**src/rtl/tug_pkg.sv**
```systemverilog
// rtl/tug_pkg.sv - shared state encoding and default constants for the tug-of-war controller
package tug_pkg;

  typedef enum logic [2:0] {
    ROUND_RST,
    PLAY,
    POINT,
    GAP,
    OVER
  } tug_state_t;

  localparam int DEF_SCORE_W   = 3;
  localparam int DEF_WIN_SCORE = 7;
  localparam int DEF_ROUND_GAP = 4;

endpackage

```
**src/rtl/tug_game_ctrl_if.sv**
```systemverilog
// rtl/tug_game_ctrl_if.sv - player keys, chain edges and game status between controller and board
interface tug_game_ctrl_if
  import tug_pkg::*;
#(
  parameter int SCORE_W = DEF_SCORE_W
) ();

  logic               keyL;
  logic               keyR;
  logic               edgeL;
  logic               edgeR;
  logic               moveL;
  logic               moveR;
  logic               roundRST;
  logic [SCORE_W-1:0] scoreL;
  logic [SCORE_W-1:0] scoreR;
  logic               gameOver;
  logic               winner;

  // master: the game controller; slave: keys, light chain and score display
  modport master (
    input  keyL, keyR, edgeL, edgeR,
    output moveL, moveR, roundRST, scoreL, scoreR, gameOver, winner
  );

  modport slave (
    output keyL, keyR, edgeL, edgeR,
    input  moveL, moveR, roundRST, scoreL, scoreR, gameOver, winner
  );

endinterface

```
**src/rtl/tug_game_ctrl_key_conditioner.sv**
```systemverilog
// rtl/tug_game_ctrl_key_conditioner.sv - key_conditioner: 2-flop synchronizer plus rising-edge detect
module key_conditioner (
  input  logic Clock,
  input  logic RST,
  input  logic key_raw,
  output logic press
);

  // [0],[1] synchronize the raw key; [2] remembers the previous synced level
  logic [2:0] sync_q;
  logic [2:0] sync_d;

  always_comb begin
    sync_d = {sync_q[1:0], key_raw};
  end

  always_ff @(posedge Clock) begin
    if (RST) begin
      sync_q <= '0;
    end else begin
      sync_q <= sync_d;
    end
  end

  assign press = sync_q[1] & ~sync_q[2];

endmodule

```
**src/rtl/tug_game_ctrl.sv**
```systemverilog
// rtl/tug_game_ctrl.sv - round/score FSM for the tug-of-war game; INPUT_COND_EN adds key conditioning
module tug_game_ctrl
  import tug_pkg::*;
#(
  parameter int NUM_LIGHTS = 9,
  parameter int SCORE_W    = DEF_SCORE_W,
  parameter int WIN_SCORE  = DEF_WIN_SCORE,
  parameter int ROUND_GAP  = DEF_ROUND_GAP
) (
  input logic            Clock,
  input logic            RST,
  tug_game_ctrl_if.master bus
);

  localparam int GAP_W = (ROUND_GAP > 1) ? $clog2(ROUND_GAP) : 1;
  localparam logic [GAP_W-1:0]   GAP_LOAD = GAP_W'(ROUND_GAP - 1);
  localparam logic [SCORE_W-1:0] WIN_Q    = SCORE_W'(WIN_SCORE);

  if (NUM_LIGHTS < 1 || ROUND_GAP < 1 || WIN_SCORE < 1 || WIN_SCORE > (1 << SCORE_W) - 1) begin : g_bad_cfg
    $error("tug_game_ctrl: invalid parameter combination");
  end

  tug_state_t         state_q, state_d;
  logic               moveL_q, moveL_d;
  logic               moveR_q, moveR_d;
  logic               roundRST_q, roundRST_d;
  logic               gameOver_q, gameOver_d;
  logic               winner_q, winner_d;
  logic               rwin_q, rwin_d;
  logic [SCORE_W-1:0] scoreL_q, scoreL_d;
  logic [SCORE_W-1:0] scoreR_q, scoreR_d;
  logic [GAP_W-1:0]   gap_cnt_q, gap_cnt_d;

  logic               press_l, press_r;
  logic               edge_hit;
  logic               point_final;
  logic [SCORE_W-1:0] new_score;

`ifdef INPUT_COND_EN
  key_conditioner u_cond_l (.Clock(Clock), .RST(RST), .key_raw(bus.keyL), .press(press_l));
  key_conditioner u_cond_r (.Clock(Clock), .RST(RST), .key_raw(bus.keyR), .press(press_r));
`else
  assign press_l = bus.keyL;
  assign press_r = bus.keyR;
`endif

  function automatic logic [SCORE_W-1:0] sat_inc(input logic [SCORE_W-1:0] s);
    return (s == WIN_Q) ? s : s + 1'b1;
  endfunction

  // both edges lit at once is a glitch on the chain, not a round win
  always_comb begin
    edge_hit    = bus.edgeL ^ bus.edgeR;
    new_score   = rwin_q ? sat_inc(scoreR_q) : sat_inc(scoreL_q);
    point_final = (new_score == WIN_Q);
  end

  always_ff @(posedge Clock) begin
    if (RST) begin
      state_q <= ROUND_RST;
    end else begin
      state_q <= state_d;
    end
  end

  always_comb begin
    state_d = state_q;
    case (state_q)
      ROUND_RST: state_d = PLAY;
      PLAY:      if (edge_hit) state_d = POINT;
      POINT:     state_d = point_final ? OVER : GAP;
      GAP:       if (gap_cnt_q == '0) state_d = ROUND_RST;
      OVER:      state_d = OVER;
      default:   state_d = ROUND_RST;
    endcase
  end

  // registered outputs are computed from the upcoming state so they line up with it
  always_comb begin
    moveL_d    = 1'b0;
    moveR_d    = 1'b0;
    roundRST_d = (state_d == ROUND_RST);
    gameOver_d = (state_d == OVER);
    winner_d   = winner_q;
    rwin_d     = rwin_q;
    scoreL_d   = scoreL_q;
    scoreR_d   = scoreR_q;
    gap_cnt_d  = gap_cnt_q;
    case (state_q)
      PLAY: begin
        if (edge_hit) begin
          rwin_d = bus.edgeR;
        end else begin
          moveL_d = press_l & ~press_r;
          moveR_d = press_r & ~press_l;
        end
      end
      POINT: begin
        if (rwin_q) scoreR_d = new_score;
        else        scoreL_d = new_score;
        if (point_final) winner_d = rwin_q;
        gap_cnt_d = GAP_LOAD;
      end
      GAP: begin
        if (gap_cnt_q != '0) gap_cnt_d = gap_cnt_q - 1'b1;
      end
      default: ;
    endcase
  end

  always_ff @(posedge Clock) begin
    if (RST) begin
      moveL_q    <= 1'b0;
      moveR_q    <= 1'b0;
      roundRST_q <= 1'b1;
      gameOver_q <= 1'b0;
      winner_q   <= 1'b0;
      rwin_q     <= 1'b0;
      scoreL_q   <= '0;
      scoreR_q   <= '0;
      gap_cnt_q  <= '0;
    end else begin
      moveL_q    <= moveL_d;
      moveR_q    <= moveR_d;
      roundRST_q <= roundRST_d;
      gameOver_q <= gameOver_d;
      winner_q   <= winner_d;
      rwin_q     <= rwin_d;
      scoreL_q   <= scoreL_d;
      scoreR_q   <= scoreR_d;
      gap_cnt_q  <= gap_cnt_d;
    end
  end

  assign bus.moveL    = moveL_q;
  assign bus.moveR    = moveR_q;
  assign bus.roundRST = roundRST_q;
  assign bus.gameOver = gameOver_q;
  assign bus.winner   = winner_q;
  assign bus.scoreL   = scoreL_q;
  assign bus.scoreR   = scoreR_q;

endmodule

```
**src/flat_wrapper.sv**
```systemverilog
// flat-port wrapper written by rule: the top's interface ports become plain ports
module tug_game_ctrl_flat import tug_pkg::*;
#(
  parameter int NUM_LIGHTS = 9,
  parameter int SCORE_W    = DEF_SCORE_W,
  parameter int WIN_SCORE  = DEF_WIN_SCORE,
  parameter int ROUND_GAP  = DEF_ROUND_GAP
)
  (Clock, RST, bus_keyL, bus_keyR, bus_edgeL, bus_edgeR, bus_moveL, bus_moveR, bus_roundRST, bus_scoreL, bus_scoreR, bus_gameOver, bus_winner);
  tug_game_ctrl_if #(.SCORE_W(SCORE_W)) bus_i ();
  input logic Clock;
  input logic RST;
  input wire logic [$bits(bus_i.keyL)-1:0] bus_keyL;
  input wire logic [$bits(bus_i.keyR)-1:0] bus_keyR;
  input wire logic [$bits(bus_i.edgeL)-1:0] bus_edgeL;
  input wire logic [$bits(bus_i.edgeR)-1:0] bus_edgeR;
  output wire logic [$bits(bus_i.moveL)-1:0] bus_moveL;
  output wire logic [$bits(bus_i.moveR)-1:0] bus_moveR;
  output wire logic [$bits(bus_i.roundRST)-1:0] bus_roundRST;
  output wire logic [$bits(bus_i.scoreL)-1:0] bus_scoreL;
  output wire logic [$bits(bus_i.scoreR)-1:0] bus_scoreR;
  output wire logic [$bits(bus_i.gameOver)-1:0] bus_gameOver;
  output wire logic [$bits(bus_i.winner)-1:0] bus_winner;
  assign bus_i.keyL = bus_keyL;
  assign bus_i.keyR = bus_keyR;
  assign bus_i.edgeL = bus_edgeL;
  assign bus_i.edgeR = bus_edgeR;
  assign bus_moveL = bus_i.moveL;
  assign bus_moveR = bus_i.moveR;
  assign bus_roundRST = bus_i.roundRST;
  assign bus_scoreL = bus_i.scoreL;
  assign bus_scoreR = bus_i.scoreR;
  assign bus_gameOver = bus_i.gameOver;
  assign bus_winner = bus_i.winner;
  tug_game_ctrl #(.NUM_LIGHTS(NUM_LIGHTS), .SCORE_W(SCORE_W), .WIN_SCORE(WIN_SCORE), .ROUND_GAP(ROUND_GAP)) u_core (.Clock(Clock), .RST(RST), .bus(bus_i));
endmodule
```
**config.mk**
```make
export PLATFORM = sky130hd
export DESIGN_NAME = tug_game_ctrl_flat
export DESIGN_NICKNAME = d
export VERILOG_FILES = /design/src/rtl/tug_pkg.sv /design/src/rtl/tug_game_ctrl_if.sv /design/src/rtl/tug_game_ctrl_key_conditioner.sv /design/src/rtl/tug_game_ctrl.sv /design/src/flat_wrapper.sv
export SDC_FILE = /design/constraint.sdc
export NUM_CORES = 1
export LEC_CHECK = 0
export CAP_MARGIN = 10
export CORE_AREA = 2 2 45 47
export CTS_CLUSTER_DIAMETER = 150
export CTS_CLUSTER_SIZE = 28
export DETAILED_ROUTE_END_ITERATION = 6
export DIE_AREA = 0 0 47 49
export PLACE_DENSITY_LB_ADDON = 0.12
export REMOVE_ABC_BUFFERS = 1
export SLEW_MARGIN = 10
export SYNTH_ARGS = -nofsm -noshare
export SYNTH_HDL_FRONTEND = slang
export SYNTH_HIERARCHICAL = 1
export SYNTH_SLANG_ARGS = --single-unit
```
**constraint.sdc**
```tcl
create_clock -name Clock -period 1.7 [get_ports Clock]
set_clock_uncertainty 0.15 [all_clocks]
set_input_delay 0.34 -clock Clock [delete_from_list [all_inputs] [get_ports Clock]]
set_output_delay 0.34 -clock Clock [all_outputs]
set_load 0.02 [all_outputs]
```
==> flow_summary_export.csv <==
group,metric,value,unit
drt,wl_met2,783,um
floorplan,die_h,49,um
placement,portBuffers,16,
worst_setup_path,cp_max_fo,2,
sta,setup_viol,0,
drt,dr.pass1.iters,4,
drt,detail-route-antenna-nets,0,
synthesis,syn_area,818.3,um2
final_layout,final_util,58.63,%
global_routing,grt_pass1_wl,2622,um
worst_setup_path,critPathMaxStageDelay,530,ps
worst_setup_path,reg2reg_to,"u_core/state_q[2]",
floorplan,core,1842,um2
final_layout,layout_common_cells,"17 x dfxtp_1, 8 x dlygate4sd2_1, 7 x nand2_1",
final_layout,drive_above_1_share,15.93,%
global_routing,grt_max_degree,15,
clock_tree,cts_max_level,1,
floorplan,die-area,2303,um2
power_and_ir_drop,p_per_area,746.5,nW/um2
global_routing,grt_use_total,15.47,%
worst_setup_path,reg2reg_depth,5,
sta,rsz0062_at_grt,"false",
synthesis,synth_seq_area_share,41.59,%
synthesis,post_synth.cell_area_avg,9.092,um2
final_layout,fill_cells,188,
worst_setup_path,cp.arrival,1660,ps
clock_tree,clk_latency,280,ps
global_routing,grt_pass1_vias,640,
drt,routed.top_layer,"met4",
clock_tree,cts_buffer_depth,2,
clock_tree,postCtsSetupRepairBufs,0,
drt,drtIter0Drc,10,
sta,worst_pin_slew,376.8,ps
final_layout,diodes,0,
sta,fin_crit_sh,93.84,%
synthesis,synth-edff-count,0,
synthesis,synth.distinct_cells,33,
drt,wl_met3,71,um
drt,vias_per_cell,5.121,
sta,max_freq,626.8,MHz
worst_setup_path,path_delay_family,"simple AND/OR/NAND/NOR gates",
final_layout,layout_commonest_cell,"dfxtp_1",
global_routing,antenna_found_initial,0,
drt,wirelength,1593,um
job,drv_cap,0,
placement,gp_congestion,0.8308,
clock_tree,cts_hold_repair.buffers,0,
worst_setup_path,cp.required,1760,ps
floorplan,rows,16,
floorplan,die_w,47,um
min_path,hold_path.startpoint,"u_core/gap_cnt_q[0]",
drt,remaining_drc_errors,0,
synthesis,ys_async_sr_fraction,0,%
status,run_status,"complete, no violations",
worst_setup_path,cp-start-kind,"input pin",
sta,finalHoldViolations,0,
floorplan,start_util,44.43,%
worst_setup_path,path_depth,4,
sta,tns,0,ps
sta,min_period,1595,ps
clock_tree,cts.sinks,17,
clock_tree,cts_tree,"done",
floorplan,ios,17,
sta,drv_slew,0,
clock_tree,cts_buffers,3,
placement,dp_hpwl,1177,um
power_and_ir_drop,static-leakage-power,0.5147,nW
sta,relSlewSlack,74.81,%
sta,fin_hold_ws,326.7,ps
placement,dp_worst_setup_slack,-196.8,ps
drt,wirelength_met1,723,um
worst_setup_path,r2r-start,"u_core/bus.scoreL[0]",
global_routing,grt_overflow,0,
sta,fin_ws,104.7,ps
synthesis,synth_seq_cells,17,
final_layout,nNetsFinal,123,
clock_tree,root_buffer,"clkbuf_4",
min_path,min_to,"u_core/gap_cnt_q[0]",
worst_setup_path,worst-path-buf-inv,1,
worst_setup_path,end_kind,"flip-flop",
drt,dr_total_vias,717,
worst_setup_path,reg2reg_slack,160,ps
synthesis,synth_ff_type,"dfxtp_1",
synthesis,ys_warn_count,6,
min_path,hp-class,"reg2reg",
worst_setup_path,criticalPathCategory,"in2reg",
worst_setup_path,crit_chain,"clkdlybuf4s50_1, xor2_1, or4b_4, nor3b_2",
final_layout,area_growth,31.96,%
synthesis,synth_cells,90,
power_and_ir_drop,ir_drop,389.5,uV
drt,post_drt_wl_per_cell,11.38,um
worst_setup_path,cpMaxStageDelayCell,"or4b_4",
clock_tree,clk_pin_slew,90,ps
min_path,holdPathStages,1,
## routing by layer
layer	vias up	track usage, %
met4	0	6.944
li1	368	-
met3	2	3.333
met2	20	24.20
met1	327	19.72
met5	-	0
## report_power, final
| group | total, W | switching [W] | internal [W] |
|---|---|---|---|
| clock network | 0.000209 | 0.000118 | 0.0000910 |
| registers | 0.000445 | 0.0000249 | 0.000420 |
| logic | 0.000152 | 0.0000780 | 0.0000737 |
| total | 0.000806 | 0.000221 | 0.000585 |
## state kept, by name, indices dropped and copies added, names as in the netlist, 2 cells and up
signal             count
u_core/state_q         3
u_core/bus.scoreR      3
u_core/gap_cnt_q       2
u_core/bus.scoreL      3
## worst max-delay path by stage
stage | end | startpoint | slack, ps
6_report | u_core/bus.moveR | bus_edgeR | 100
5_1_grt | u_core/bus.winner | u_core/bus.scoreL[0] | 10
4_1_cts | bus_moveL | u_core/bus.moveL | 1
3_5_place_dp | u_core/bus.moveR | bus_edgeR | -200
3_3_place_gp | u_core/bus.moveR | bus_edgeR | -160
2_1_floorplan | u_core/bus.gameOver | u_core/bus.scoreR[0] | 110
## area by class of cell
class / count / area, um2 / share of cell area, %
multi-input cells: 64 / 451.7 / 41.83
flip-flops and latches: 17 / 340.3 / 31.52
repair buffers: 22 / 202.7 / 18.77
well taps: 27 / 33.78 / 3.129
clock buffers: 4 / 26.28 / 2.433
inverters: 6 / 25.02 / 2.317
## synth_stat cells (3+ instances only)
library cell  instances  area, um2
a21oi_1               6      30.03
dfxtp_1              17      340.3
ha_1                  3      37.54
inv_1                 5      18.77
nand2_1               7      26.28
nand3_1               4      20.02
nor2_1                6      22.52
nor2b_1               3      18.77
o21ai_0               4      20.02
xor2_1                4      35.03
## metrics by stage
stage	instance area, um2	power, W	cells
2_1_floorplan	799.5	0.0005390	87
3_3_place_gp	1039	0.0006024	136
3_5_place_dp	1039	0.0006055	136
4_1_cts	1055	0.0008178	140
5_1_grt	1080	0.0008583	140
6_report	1080	0.0008060	140
## repair_timing
action,4_1_cts,5_1_grt
resized for setup,8,6
endpoints found under the setup margin,8,7
endpoints found under the hold margin,0,0
## kinds of logic (layout without fill, tap and decap cells)
| group | after synthesis | after routing | share of synthesized area, % |
|---|---|---|---|
| and+or+nand+nor | 35 | 35 | 27.22 |
| DFF | 17 | 17 | 41.59 |
| xor gates and xnor gates | 5 | 5 | 5.351 |
| AOI/OAI and AO/OA | 21 | 21 | 15.90 |
| adders and majority gates | 3 | 3 | 4.588 |
| buffers and inverters | 9 | 32 | 5.353 |
Note: power is estimated with default switching activity, not from simulation.
